[src/rtl/tdm_pkg.sv]
// Shared types and constants for the two-lane TDM demultiplexer.
package tdm_pkg;

    typedef enum logic [1:0] {
        IDLE    = 2'd0,
        COLLECT = 2'd1,
        PARITY  = 2'd2
    } lane_state_t;

    localparam logic CH0           = 1'b0;
    localparam logic CH1           = 1'b1;
    localparam int   DEFAULT_WIDTH = 8;

endpackage

[src/rtl/tdm_demux_lane.sv]
// One deserializer lane: MSB-first shift register, bit counter and word FSM.
// Optional trailing even-parity check when TDM_DEMUX_PARITY_EN is defined.
import tdm_pkg::*;

module tdm_demux_lane #(
    parameter int WIDTH = DEFAULT_WIDTH
) (
    input  logic             clk,
    input  logic             reset,
    input  logic             i_en,
    input  logic             i_bit,
    input  logic             i_sof,
    output logic [WIDTH-1:0] o_word,
    output logic             o_valid,
    output logic             o_drop
);

    localparam int CW = (WIDTH > 2) ? $clog2(WIDTH) : 1;
`ifdef TDM_DEMUX_PARITY_EN
    localparam int SRW = WIDTH;
`else
    // The final data bit goes straight to the output, so one bit less is stored.
    localparam int SRW = WIDTH - 1;
`endif

    lane_state_t      r_state, w_state_nxt;
    logic [SRW-1:0]   r_sr, w_sr_nxt;
    logic [CW-1:0]    r_cnt, w_cnt_nxt;
    logic [WIDTH-1:0] r_word, w_word_nxt;
    logic             r_valid, w_valid_nxt;
    logic             r_drop, w_drop_nxt;
    logic [WIDTH-1:0] w_full;
`ifdef TDM_DEMUX_PARITY_EN
    logic             r_par, w_par_nxt;
`endif

    assign w_full = {r_sr[WIDTH-2:0], i_bit};

    always_ff @(posedge clk) begin
        if (reset) begin
            r_state <= IDLE;
            r_sr    <= '0;
            r_cnt   <= '0;
            r_word  <= '0;
            r_valid <= 1'b0;
            r_drop  <= 1'b0;
`ifdef TDM_DEMUX_PARITY_EN
            r_par   <= 1'b0;
`endif
        end else begin
            r_state <= w_state_nxt;
            r_sr    <= w_sr_nxt;
            r_cnt   <= w_cnt_nxt;
            r_word  <= w_word_nxt;
            r_valid <= w_valid_nxt;
            r_drop  <= w_drop_nxt;
`ifdef TDM_DEMUX_PARITY_EN
            r_par   <= w_par_nxt;
`endif
        end
    end

    always_comb begin
        w_state_nxt = r_state;
        w_sr_nxt    = r_sr;
        w_cnt_nxt   = r_cnt;
        w_word_nxt  = r_word;
        w_valid_nxt = 1'b0;
        w_drop_nxt  = 1'b0;
`ifdef TDM_DEMUX_PARITY_EN
        w_par_nxt   = r_par;
`endif
        if (i_en) begin
            case (r_state)
                IDLE: begin
                    if (i_sof) begin
                        w_sr_nxt    = SRW'(i_bit);
                        w_cnt_nxt   = CW'(1);
                        w_state_nxt = COLLECT;
`ifdef TDM_DEMUX_PARITY_EN
                        w_par_nxt   = i_bit;
`endif
                    end
                end
                COLLECT: begin
                    if (i_sof) begin
                        // Restart: the sof bit becomes the MSB of a fresh word.
                        w_drop_nxt = 1'b1;
                        w_sr_nxt   = SRW'(i_bit);
                        w_cnt_nxt  = CW'(1);
`ifdef TDM_DEMUX_PARITY_EN
                        w_par_nxt  = i_bit;
`endif
                    end else if (r_cnt == CW'(WIDTH - 1)) begin
                        w_cnt_nxt = '0;
`ifdef TDM_DEMUX_PARITY_EN
                        w_sr_nxt    = w_full[SRW-1:0];
                        w_par_nxt   = r_par ^ i_bit;
                        w_state_nxt = PARITY;
`else
                        w_word_nxt  = w_full;
                        w_valid_nxt = 1'b1;
                        w_state_nxt = IDLE;
`endif
                    end else begin
                        w_sr_nxt  = w_full[SRW-1:0];
                        w_cnt_nxt = r_cnt + CW'(1);
`ifdef TDM_DEMUX_PARITY_EN
                        w_par_nxt = r_par ^ i_bit;
`endif
                    end
                end
`ifdef TDM_DEMUX_PARITY_EN
                PARITY: begin
                    // Any bit here is the parity bit, sof included.
                    if ((r_par ^ i_bit) == 1'b0) begin
                        w_word_nxt  = r_sr;
                        w_valid_nxt = 1'b1;
                    end else begin
                        w_drop_nxt  = 1'b1;
                    end
                    w_state_nxt = IDLE;
                end
`endif
                default: w_state_nxt = IDLE;
            endcase
        end
    end

    assign o_word  = r_word;
    assign o_valid = r_valid;
    assign o_drop  = r_drop;

endmodule

[src/rtl/tdm_demux.sv]
// Two-lane TDM demultiplexer: routes each tagged serial bit to its lane deserializer.
// Optional per-word even parity: define TDM_DEMUX_PARITY_EN.
import tdm_pkg::*;

module tdm_demux #(
    parameter int WIDTH = DEFAULT_WIDTH
) (
    input  logic             clk,
    input  logic             reset,
    input  logic             in_valid,
    input  logic             in_sel,
    input  logic             in_bit,
    input  logic             in_sof,
    output logic [WIDTH-1:0] out0,
    output logic             out0_valid,
    output logic [WIDTH-1:0] out1,
    output logic             out1_valid,
    output logic [1:0]       drop
);

    logic w_en0, w_en1;
    logic w_drop0, w_drop1;

    assign w_en0 = in_valid & (in_sel == CH0);
    assign w_en1 = in_valid & (in_sel == CH1);

    tdm_demux_lane #(.WIDTH(WIDTH)) u_lane0 (
        .clk     (clk),
        .reset   (reset),
        .i_en    (w_en0),
        .i_bit   (in_bit),
        .i_sof   (in_sof),
        .o_word  (out0),
        .o_valid (out0_valid),
        .o_drop  (w_drop0)
    );

    tdm_demux_lane #(.WIDTH(WIDTH)) u_lane1 (
        .clk     (clk),
        .reset   (reset),
        .i_en    (w_en1),
        .i_bit   (in_bit),
        .i_sof   (in_sof),
        .o_word  (out1),
        .o_valid (out1_valid),
        .o_drop  (w_drop1)
    );

    assign drop = {w_drop1, w_drop0};

endmodule
[config.mk]
export PLATFORM = sky130hd
export DESIGN_NAME = tdm_demux
export DESIGN_NICKNAME = d
export VERILOG_FILES = /design/src/rtl/tdm_pkg.sv /design/src/rtl/tdm_demux_lane.sv /design/src/rtl/tdm_demux.sv
export SDC_FILE = /design/constraint.sdc
export NUM_CORES = 1
export LEC_CHECK = 0
export CAP_MARGIN = 40
export CORE_ASPECT_RATIO = 1.1
export CORE_UTILIZATION = 40
export DETAILED_ROUTE_END_ITERATION = 16
export MAX_ROUTING_LAYER = met4
export PLACE_DENSITY = 0.72
export SKIP_LAST_GASP = 1
export SLEW_MARGIN = 20
export SYNTH_ARGS = -nofsm -noshare
export SYNTH_HDL_FRONTEND = slang
export SYNTH_SLANG_ARGS = --single-unit
[constraint.sdc]
create_clock -name clk -period 1.87 [get_ports clk]
set_input_delay 0.187 -clock clk [delete_from_list [all_inputs] [get_ports clk]]
set_output_delay 0.187 -clock clk [all_outputs]
set_load 0.01 [all_outputs]
==> summary.txt <==
vias in the first global route - 1,135
Synth Area in Simple Gates - 0.2405
Site Rows - 25
crit start category - flip-flop
Syn Area/Cell - 10.52 sq um
Synth Instances - 179
I/O pin count - 26
crit-path max FO - 7
DRC errors left - 0
Synth Area in Compound Gates - 0.06246
Worst Hold Class - reg -> reg
DRT antenna net count - 0
routed vias/inst - 4.874
nets - 219
initial core utilization - 0.4270
area of the mapped netlist - 1883 sq um
Slew @ Worst Pin - 0.3743 ns
main flop type after synthesis - dfxtp_1
Pins Over Slew Limit - 0
GRT Util Overall - 0.1515
filler cell count - 404
root buf cell - clkbuf_8
most common cell after layout, fill and taps aside - dfxtp_1
crit end category - flip-flop
layout overhead on the synthesized area - 21.53%
Final Hold Fails - 0
Longest Clk Path Bufs - 2
1st-pass router iterations - 4
crit path time final - 1.536 ns
Final period util - 0.8213
RSZ-0062 raised after global routing - no
Adder-Cell Fraction of Synth Area - 0.03987
Iter 0 DRT Violations - 59
routed len/inst - 12.05 um
Hold Worst Slack - 0.4765 ns
vias - 1,277
DPL Wire Length - 2.255 mm
Post-synth EDFFs - 0
# resized after CTS - 0
gpl congestion - 0.7801
largest family of logic cells by synthesized area - simple AND/OR/NAND/NOR gates
most frequent cells in the layout - dfxtp_1, mux2i_1, nand2b_1, clkdlybuf4s50_1, buf_4
htree depth - 2
ANT cells - 0
clk slew on worst S/H paths - 0.08 ns
largest net degree at the start of global routing - 23
die height - 73.96 um
initial antenna violation count - 0
VDD IR max - 0.2964 mV
cts bufs inserted - 5
total of max-cap violations - 0
# port buffers - 25
Unique masters post-synth - 36
ys async rst share - 0
Setup CP Type - reg -> reg
CP arrival - 1.76 ns
critical path's largest stage delay - 0.33 ns
share of cells above drive strength 1 - 0.1154
Crit-path slowest cell - dfxtp_1
die area - 4986 sq um
worst path cell trace - ha_1, ha_1, nand2b_4, a21oi_4, mux2i_1
net count after synthesis - 191
Congestion Overflow GR - 0
clk_lat worst skew - 0.29 ns
FMAX - 651.1 MHz
pwr dens - 746.5 nW/um^2
worst path required time - 2.10 ns
headroom to the max-slew limit - 0.7505
total routed wirelength - 3.158 mm
status - completed
final setup fails - 0
Die Width - 67.42 um
mux share of post-synthesis cell area - 0.1595
hold buffer count at CTS - 0
cell leakage power - 0.8873 nW
Yosys reg bits - 42
Post-Route Skew - 0.005476 ns
DP Cell Count - 254
first-pass GRT wire length - 5.361 mm
Non-Filler Instances - 262
# Post-CTS Setup Buffers - 0
yosys synthesis warning count - 0
CORE AREA - 4410 sq um
clock sinks - 42
sequential fraction of the synthesis area - 0.4465
Top cell by count, worst path - ha_1
CTS tree - built
Setup TNS - 0 ns
XOR/XNOR share of the synthesized area - 0
## synth_stat cells (2+ instances only)
cell       n  area share
clkbuf_1   4      0.0080
and4b_1    2       0.011
inv_1      2      0.0040
mux2i_1   30        0.16
buf_2      2      0.0053
or2b_2     2      0.0093
nand2_1    2      0.0040
ha_1       6       0.040
buf_6      3       0.018
nand3b_1   6       0.024
nand2b_1  29       0.096
dfxtp_1   42        0.45
and2b_1    2      0.0080
nand3_1    4       0.011
a32oi_1    2      0.0093
or3_1      6       0.020
nor3b_1    2      0.0080
nor2_1     4      0.0080
buf_4      4       0.016
o21ai_0    5       0.013
a21oi_1    5       0.013
## state kept, by name, indices dropped and copies added, names as in the netlist
| signal | count |
|---|---|
| u_lane1.r_sr | 7 |
| u_lane0.r_sr | 7 |
| u_lane1.r_state | 1 |
| u_lane0.o_drop | 1 |
| u_lane0.r_state | 1 |
| u_lane0.o_valid | 1 |
| u_lane1.o_valid | 1 |
| u_lane1.r_cnt | 3 |
| u_lane1.o_drop | 1 |
| u_lane0.r_cnt | 3 |
| u_lane0.o_word | 8 |
| u_lane1.o_word | 8 |
## worst max-delay path: cells and delay by family (launching register included)
kind | cells | cell delay [ns]
simple gates | 1 | 0.16
mux | 1 | 0.22
fa+ha+maj | 2 | 0.45
compound gates | 1 | 0.32
flops | 1 | 0.33
## metal layers
metal,routed length (um),global-route usage,vias to the layer above
li1,-,-,666
met1,1583,0.1945,583
met2,1393,0.2122,21
met3,107,0.04601,7
met4,74,0.07801,0
met5,0,-,-
## final timing paths
check	startpoint	to	slack, ns	cells past startpoint
setup / recovery	u_lane0.r_cnt[0]$_SDFFE_PP0P_	u_lane0.r_sr[0]$_SDFFE_PP0P_	0.33	5
hold / removal	u_lane1.o_word[6]$_SDFFE_PP0P_	u_lane1.o_word[6]$_SDFFE_PP0P_	0.48	2
setup reg to reg	u_lane0.r_cnt[0]$_SDFFE_PP0P_	u_lane0.r_sr[0]$_SDFFE_PP0P_	0.33	5
hold reg to reg	u_lane1.o_word[6]$_SDFFE_PP0P_	u_lane1.o_word[6]$_SDFFE_PP0P_	0.48	2
## layout make-up
type | instances | area (sq um) | area share
clock inverter | 3 | 40.04 | 0.01750
sequential | 42 | 840.8 | 0.3674
multi-input combinational | 122 | 945.9 | 0.4133
tap | 54 | 67.56 | 0.02952
clock buffer | 5 | 68.82 | 0.03007
timing repair buffer | 34 | 317.8 | 0.1389
inverter | 2 | 7.507 | 0.003280
## power by group
| part | internal [W] | leakage [nW] | total (W) | switching [W] |
|---|---|---|---|---|
| combinational | 0.0000514 | 0.491 | 0.000102 | 0.0000506 |
| sequential | 0.000900 | 0.339 | 0.000906 | 0.00000605 |
| clock | 0.000393 | 0.0579 | 0.000700 | 0.000307 |
| total | 0.00134 | 0.887 | 0.00171 | 0.000364 |
## stage by stage
stage | power (W) | utilization | setup WS (ns) | instance area (sq um)
6_report | 0.001708 | 0.5189 | 0.3342 | 2288
5_1_grt | 0.001791 | 0.5189 | 0.2620 | 2288
4_1_cts | 0.001730 | 0.5189 | 0.3267 | 2288
3_5_place_dp | 0.001030 | 0.4942 | 0.1015 | 2180
3_3_place_gp | 0.001030 | 0.4942 | 0.1724 | 2180
2_1_floorplan | 0.0009986 | - | 0.4784 | 1883
## kinds of logic after synthesis
kind of cell	Yosys count
DFF	42
muxes	30
adders and majority gates	6
AOI/OAI and AO/OA	17
and+or+nand+nor	69
buffers and inverters	15
(Power assumes the default switching activity.)
